<file path="config.mk">
export PLATFORM = sky130hd
export DESIGN_NAME = logic_unit
export DESIGN_NICKNAME = d
export VERILOG_FILES = /design/src/rtl/nanorisc_pkg.sv /design/src/rtl/logic_op_core.sv /design/src/rtl/logic_unit.sv
export SDC_FILE = /design/constraint.sdc
export NUM_CORES = 1
export LEC_CHECK = 0
export CAP_MARGIN = 30
export CORE_MARGIN = 8
export CORE_UTILIZATION = 50
export DETAILED_ROUTE_END_ITERATION = 10
export GPL_TIMING_DRIVEN = 0
export PLACE_DENSITY_LB_ADDON = 0.3
export SLEW_MARGIN = 20
export SYNTH_ARGS = -nofsm -noshare
export SYNTH_HDL_FRONTEND = slang
export SYNTH_SLANG_ARGS = --single-unit
export TNS_END_PERCENT = 10
</file>
<file path="constraint.sdc">
create_clock -name clock -period 3.25 [get_ports clock]
set_input_delay 0.975 -clock clock [delete_from_list [all_inputs] [get_ports clock]]
set_output_delay 0.975 -clock clock [all_outputs]
set_load 0.02 [all_outputs]
</file>
<file path="src/rtl/nanorisc_pkg.sv">
// nanorisc_pkg
// Shared NanoRisc definitions: the 3-bit logic-unit opcode type and its
// LOGIC_OP_* encodings. The decoder uses the same type to build in_op, so
// both sides agree on the encoding.
package nanorisc_pkg;

  localparam int unsigned LOGIC_OP_W = 3;

  typedef enum logic [LOGIC_OP_W-1:0] {
    LOGIC_OP_AND   = 3'd0,
    LOGIC_OP_OR    = 3'd1,
    LOGIC_OP_XOR   = 3'd2,
    LOGIC_OP_NAND  = 3'd3,
    LOGIC_OP_NOR   = 3'd4,
    LOGIC_OP_XNOR  = 3'd5,
    LOGIC_OP_NOT_A = 3'd6,
    LOGIC_OP_PASS_A = 3'd7
  } logic_op_t;

endpackage

</file>
<file path="src/rtl/logic_op_core.sv">
// logic_op_core
// Purely combinational bitwise operation with result flags.
// Ports:
//   a, b    : WIDTH-bit operands (b is ignored by NOT A and PASS A)
//   op      : operation code (logic_op_t)
//   result  : WIDTH-bit operation result
//   zero    : 1 when result is all zeros
//   parity  : XOR-reduction of result
module logic_op_core
  import nanorisc_pkg::*;
#(
  parameter int unsigned WIDTH = 8
) (
  input  logic [WIDTH-1:0] a,
  input  logic [WIDTH-1:0] b,
  input  logic_op_t        op,
  output logic [WIDTH-1:0] result,
  output logic             zero,
  output logic             parity
);

  always_comb begin
    result = '0;
    case (op)
      LOGIC_OP_AND:    result = a & b;
      LOGIC_OP_OR:     result = a | b;
      LOGIC_OP_XOR:    result = a ^ b;
      LOGIC_OP_NAND:   result = ~(a & b);
      LOGIC_OP_NOR:    result = ~(a | b);
      LOGIC_OP_XNOR:   result = ~(a ^ b);
      LOGIC_OP_NOT_A:  result = ~a;
      LOGIC_OP_PASS_A: result = a;
      default:         result = '0;
    endcase
  end

  assign zero   = ~|result;
  assign parity = ^result;

endmodule

</file>
<file path="src/rtl/logic_unit.sv">
// logic_unit
// Two-stage elastic bitwise logic unit with valid/ready handshakes on both
// sides and a synchronous flush.
//   S1 registers operands and opcode; S2 registers the computed result,
//   zero/parity flags and opcode echo. out_* come straight from S2.
// Ports:
//   clock, reset          : rising-edge clock, asynchronous active-high reset
//   flush                 : synchronous; clears both valid flags
//   in_valid/in_ready     : operand-side handshake
//   in_a, in_b, in_op     : operands and 3-bit operation code
//   out_valid/out_ready   : result-side handshake
//   out_result            : WIDTH-bit result
//   out_zero, out_parity  : result all-zero flag, XOR-reduction of result
//   out_op                : opcode that produced this result
module logic_unit
  import nanorisc_pkg::*;
#(
  parameter int unsigned WIDTH = 8
) (
  input  logic             clock,
  input  logic             reset,
  input  logic             flush,
  input  logic             in_valid,
  output logic             in_ready,
  input  logic [WIDTH-1:0] in_a,
  input  logic [WIDTH-1:0] in_b,
  input  logic [2:0]       in_op,
  output logic             out_valid,
  input  logic             out_ready,
  output logic [WIDTH-1:0] out_result,
  output logic             out_zero,
  output logic             out_parity,
  output logic [2:0]       out_op
);

  // Stage 1 state
  logic             s1_valid;
  logic [WIDTH-1:0] s1_a;
  logic [WIDTH-1:0] s1_b;
  logic_op_t        s1_op;

  // Stage 2 state
  logic             s2_valid;
  logic [WIDTH-1:0] s2_result;
  logic             s2_zero;
  logic             s2_parity;
  logic [2:0]       s2_op;

  // Combinational result between the stages
  logic [WIDTH-1:0] core_result;
  logic             core_zero;
  logic             core_parity;

  logic s2_take;
  logic s1_take;
  logic in_xfer;
  logic s1_to_s2;

  assign s2_take  = !s2_valid || out_ready;
  assign s1_take  = !s1_valid || s2_take;
  // Gating with reset keeps the producer from handing over an operand while
  // the pipeline is being cleared asynchronously.
  assign in_ready = s1_take && !reset;
  assign in_xfer  = in_valid && in_ready;
  assign s1_to_s2 = s1_valid && s2_take;

  logic_op_core #(
    .WIDTH (WIDTH)
  ) u_core (
    .a      (s1_a),
    .b      (s1_b),
    .op     (s1_op),
    .result (core_result),
    .zero   (core_zero),
    .parity (core_parity)
  );

  always_ff @(posedge clock or posedge reset) begin
    if (reset) begin
      s1_valid  <= 1'b0;
      s1_a      <= '0;
      s1_b      <= '0;
      s1_op     <= LOGIC_OP_AND;
      s2_valid  <= 1'b0;
      s2_result <= '0;
      s2_zero   <= 1'b0;
      s2_parity <= 1'b0;
      s2_op     <= '0;
    end else if (flush) begin
      // Only validity is discarded; data registers keep their contents.
      s1_valid <= 1'b0;
      s2_valid <= 1'b0;
    end else begin
      if (s1_to_s2) begin
        s2_result <= core_result;
        s2_zero   <= core_zero;
        s2_parity <= core_parity;
        s2_op     <= s1_op;
      end
      if (s2_take) begin
        s2_valid <= s1_valid;
      end
      if (in_xfer) begin
        s1_a  <= in_a;
        s1_b  <= in_b;
        s1_op <= logic_op_t'(in_op);
      end
      if (s1_take) begin
        s1_valid <= in_valid;
      end
    end
  end

  assign out_valid  = s2_valid;
  assign out_result = s2_result;
  assign out_zero   = s2_zero;
  assign out_parity = s2_parity;
  assign out_op     = s2_op;

endmodule

</file>
==> implementation parameters <==
Parameter                              Value

Placement
  Post-Place Setup Slack    -0.0948 ns
  PortBufs    38
  Placed standard-cell area    2800 sq um
  Placed instance count    305
  DP Wirelength    between 3000 and 4000 um
  Routability cong.    0.833

Global route
  GRT Overall Usage    around 14%
  Number of global-route vias before repair    between 1500 and 2000
  Maximum number of pins on one net before global-route repair    35
  Antenna violations before repair    0
  First-pass GRT wire length    approximately 8100 um
  Grt total ovfl    0

Detailed routing
  Routed WL per cell    roughly 15 um
  Total DRC errors in the routed layout    0
  Routed vias    1636
  Antenna-violating nets left    0
  Iteration-0 DRC count of the detailed router    between 60 and 70
  Detailed Routing Iterations Pass 1    4
  Post-DR vias/cell    5.23
  Final wirelength    4740 um

Floorplanning
  Die X-Extent    about 85 um
  Initial standard-cell utilization of the core    between 50% and 60%
  Number of top-level design ports    39
  Site Rows    25
  Die Footprint    7160 sq um
  Die Y    about 85 um
  Core ar.    ~4600 sq um

Synth
  Gate count of the mapped netlist    213
  Post-Syn Area    ~2400 sq um
  Mean post-synth cell area    11.0 sq um
  Count of flip-flops with a built-in enable after synthesis    0
  Biggest area consumer among synthesized cells    sky130_fd_sc_hd__dfrtp_1
  Number of unique standard cell types used by synthesis    35
  Top post-synthesis cells by area    sky130_fd_sc_hd__dfrtp_1 36%, sky130_fd_sc_hd__ha_1 11%, sky130_fd_sc_hd__nand2b_1 7.2%, sky130_fd_sc_hd__mux2_4 7.0%, sky130_fd_sc_hd__mux2_2 5.7%
  FFs w/ async S/R, synth    100%
  Flip-flop cell with the highest count after synthesis    sky130_fd_sc_hd__dfrtp_1
  Synthesized net count    257
  Register bit count reported by yosys    34
  Fraction of post-synthesis cell area in the top cell type by area    36.2%
  Warning count from the yosys run    0
  Proportion of synthesized chip area in sequential cells    36.2%

Pwr
  Worst IR drop on VDD    264 uV
  Reported leakage power    1.27 nW
  Power Density    roughly 680 nW/um^2

Clock tree
  Clock slew at the register clock pins of the worst setup and hold paths    approximately 0.070 ns
  Root buffer selected by CTS    sky130_fd_sc_hd__clkbuf_8
  Cts-stage hold buffer count    0
  Clock insertion delay at the later pin of the skew report    a little under 0.3 ns
  CTS tree    yes
  CTS Buf Count    5
  Total number of H-tree levels    2
  # clock sinks    34
  Max clock buf depth    2

Timing
  Unrepaired setup endpoints after global routing    false
  TNS Setup    0 ns
  Largest clock skew in the final design    approximately 0.0032 ns
  Final Critical Period    just over 3 ns
  Tightest slew margin relative to the limit    about 53%
  Worst-margin pin slew    slightly above 0.7 ns
  # setup viols final    0
  Highest attainable clock frequency    328 MHz
  Final critical-path setup slack    a little under 0.2 ns
  Final-report hold violation count    0
  Final number of max-transition violations    0
  Final critical-path share of the clock period    a little over nine tenths

Critical path
  Maximum net fanout on the critical path    4
  Crit path DAT    roughly 2.1 ns
  Critical Setup Path Class    in2out
  Required time reported for the critical path endpoint    2.27 ns
  Type of element launching the critical path    primary input
  Kind of end point of the critical path    primary output

Finish
  Finished Cell Area    2890 sq um
  Final net count    302
  Area growth from synthesis to final layout    22.9%
  N_diodes    0
  Final non-filler cell total    313
  Fraction of layout cells with a size suffix above 1    19.3%

Run
  Max-cap violation count    0

Hold path
  Worst min-delay path category    reg2reg

Status
  Result of the run    finished clean
registers in the layout, summed over array words and instances (netlist names):
| register | count |
|---|---|
| out_result | 8 |
| s1_a | 8 |
| s1_b | 8 |
| out_op | 3 |
| s1_op | 3 |
| out_parity | 1 |
| out_valid | 1 |
| out_zero | 1 |
| s1_valid | 1 |
what timing repair did:
action	in CTS	in global routing
resized for setup	1	0
setup endpoints to repair	1	0
setup buffers	0	0
cell type report:
class	count	area, sq um
Multi-Input combinational cell	141	1330
Buffer	13	81.3
Tap cell	54	67.6
Sequential cell	34	851
Timing Repair Buffer	38	379
Clock inverter	1	5.00
Clock buffer	7	86.3
Fill cell	426	1740
Inverter	25	93.8
cells in the mapped netlist, types with 2 or more instances:
cell,n
sky130_fd_sc_hd__a211oi_1,2
sky130_fd_sc_hd__a21oi_1,10
sky130_fd_sc_hd__a32o_1,6
sky130_fd_sc_hd__buf_2,5
sky130_fd_sc_hd__buf_6,3
sky130_fd_sc_hd__clkbuf_1,3
sky130_fd_sc_hd__dfrtp_1,34
sky130_fd_sc_hd__ha_1,20
sky130_fd_sc_hd__inv_1,25
sky130_fd_sc_hd__mux2_2,12
sky130_fd_sc_hd__mux2_4,11
sky130_fd_sc_hd__mux2i_1,9
sky130_fd_sc_hd__nand2b_1,27
sky130_fd_sc_hd__nand3b_1,2
sky130_fd_sc_hd__nor2_1,5
sky130_fd_sc_hd__nor2b_1,8
sky130_fd_sc_hd__o32ai_1,6
sky130_fd_sc_hd__o32ai_2,6
sky130_fd_sc_hd__xnor2_1,3
final timing paths:
| check | start | endpoint | slack (ns) | cells past startpoint |
|---|---|---|---|---|
| max | out_ready | in_ready | 0.20 | 4 |
| max reg2reg | s1_op[1] | out_parity | 0.85 | 8 |
| min reg2reg | out_op[0] | out_op[0] | 0.51 | 1 |
| max in group asynchronous | reset | out_result[0] | 1.65 | 2 |
| min | out_op[0] | out_op[0] | 0.51 | 1 |
| min in group asynchronous | reset | s1_valid | 1.15 | 2 |
where the power goes:
part / total, W / internal [W] / switching [W]
logic: 0.00101 / 0.000536 / 0.000476
registers: 0.000618 / 0.000538 / 0.0000801
clock network: 0.000323 / 0.000171 / 0.000152
total: 0.00195 / 0.00125 / 0.000708
stage by stage:
| step | hold slack (ns) | power, W | util [%] |
|---|---|---|---|
| floorplan | 0.501 | 0.00134 | - |
| global placement | 0.493 | 0.00162 | 60.5 |
| detailed placement | 0.495 | 0.00165 | 60.5 |
| CTS | 0.512 | 0.00198 | 62.4 |
| global route | 0.532 | 0.00210 | 62.4 |
| finish | 0.507 | 0.00195 | 62.4 |
layout by cell type (no fill, tap or decap), types with 2 or more instances in the layout:
cell type	synthesis	layout
sky130_fd_sc_hd__clkdlybuf4s50_1	0	37
sky130_fd_sc_hd__dfrtp_1	34	34
sky130_fd_sc_hd__nand2b_1	27	27
sky130_fd_sc_hd__inv_1	25	24
sky130_fd_sc_hd__ha_1	20	20
sky130_fd_sc_hd__mux2_2	12	12
sky130_fd_sc_hd__mux2_4	11	11
sky130_fd_sc_hd__a21oi_1	10	10
sky130_fd_sc_hd__mux2i_1	9	9
sky130_fd_sc_hd__nor2b_1	8	8
sky130_fd_sc_hd__o32ai_1	6	6
sky130_fd_sc_hd__a32o_1	6	6
sky130_fd_sc_hd__o32ai_2	6	6
sky130_fd_sc_hd__clkbuf_8	0	6
sky130_fd_sc_hd__buf_2	5	5
sky130_fd_sc_hd__nor2_1	5	5
sky130_fd_sc_hd__clkbuf_1	3	4
sky130_fd_sc_hd__buf_6	3	3
sky130_fd_sc_hd__xnor2_1	3	3
sky130_fd_sc_hd__nand3b_1	2	2
sky130_fd_sc_hd__a211oi_1	2	2
critical path, cell delays in order:
cell                              delay, ns
sky130_fd_sc_hd__clkdlybuf4s50_1       0.51
sky130_fd_sc_hd__nor2b_4               0.06
sky130_fd_sc_hd__a21oi_1               0.17
sky130_fd_sc_hd__dlygate4sd2_1         0.37
cells by family after synthesis:
| group | count (synthesis) | synth area share, % |
|---|---|---|
| buf+inv | 38 | 7.45 |
| xor+xnor | 3 | 1.12 |
| flops | 34 | 36.2 |
| simple gates | 49 | 13.4 |
| mux | 34 | 18.0 |
| fa+ha+maj | 20 | 10.6 |
| compound gates | 35 | 13.2 |
layer usage:
layer,global-route usage [%],vias to the layer above,routed length (um)
met5,0,-,0
met4,5.66,0,86
met2,24.6,24,2340
met3,3.61,6,135
met1,16.0,778,2170
li1,-,828,-
(Power assumes the default switching activity.)
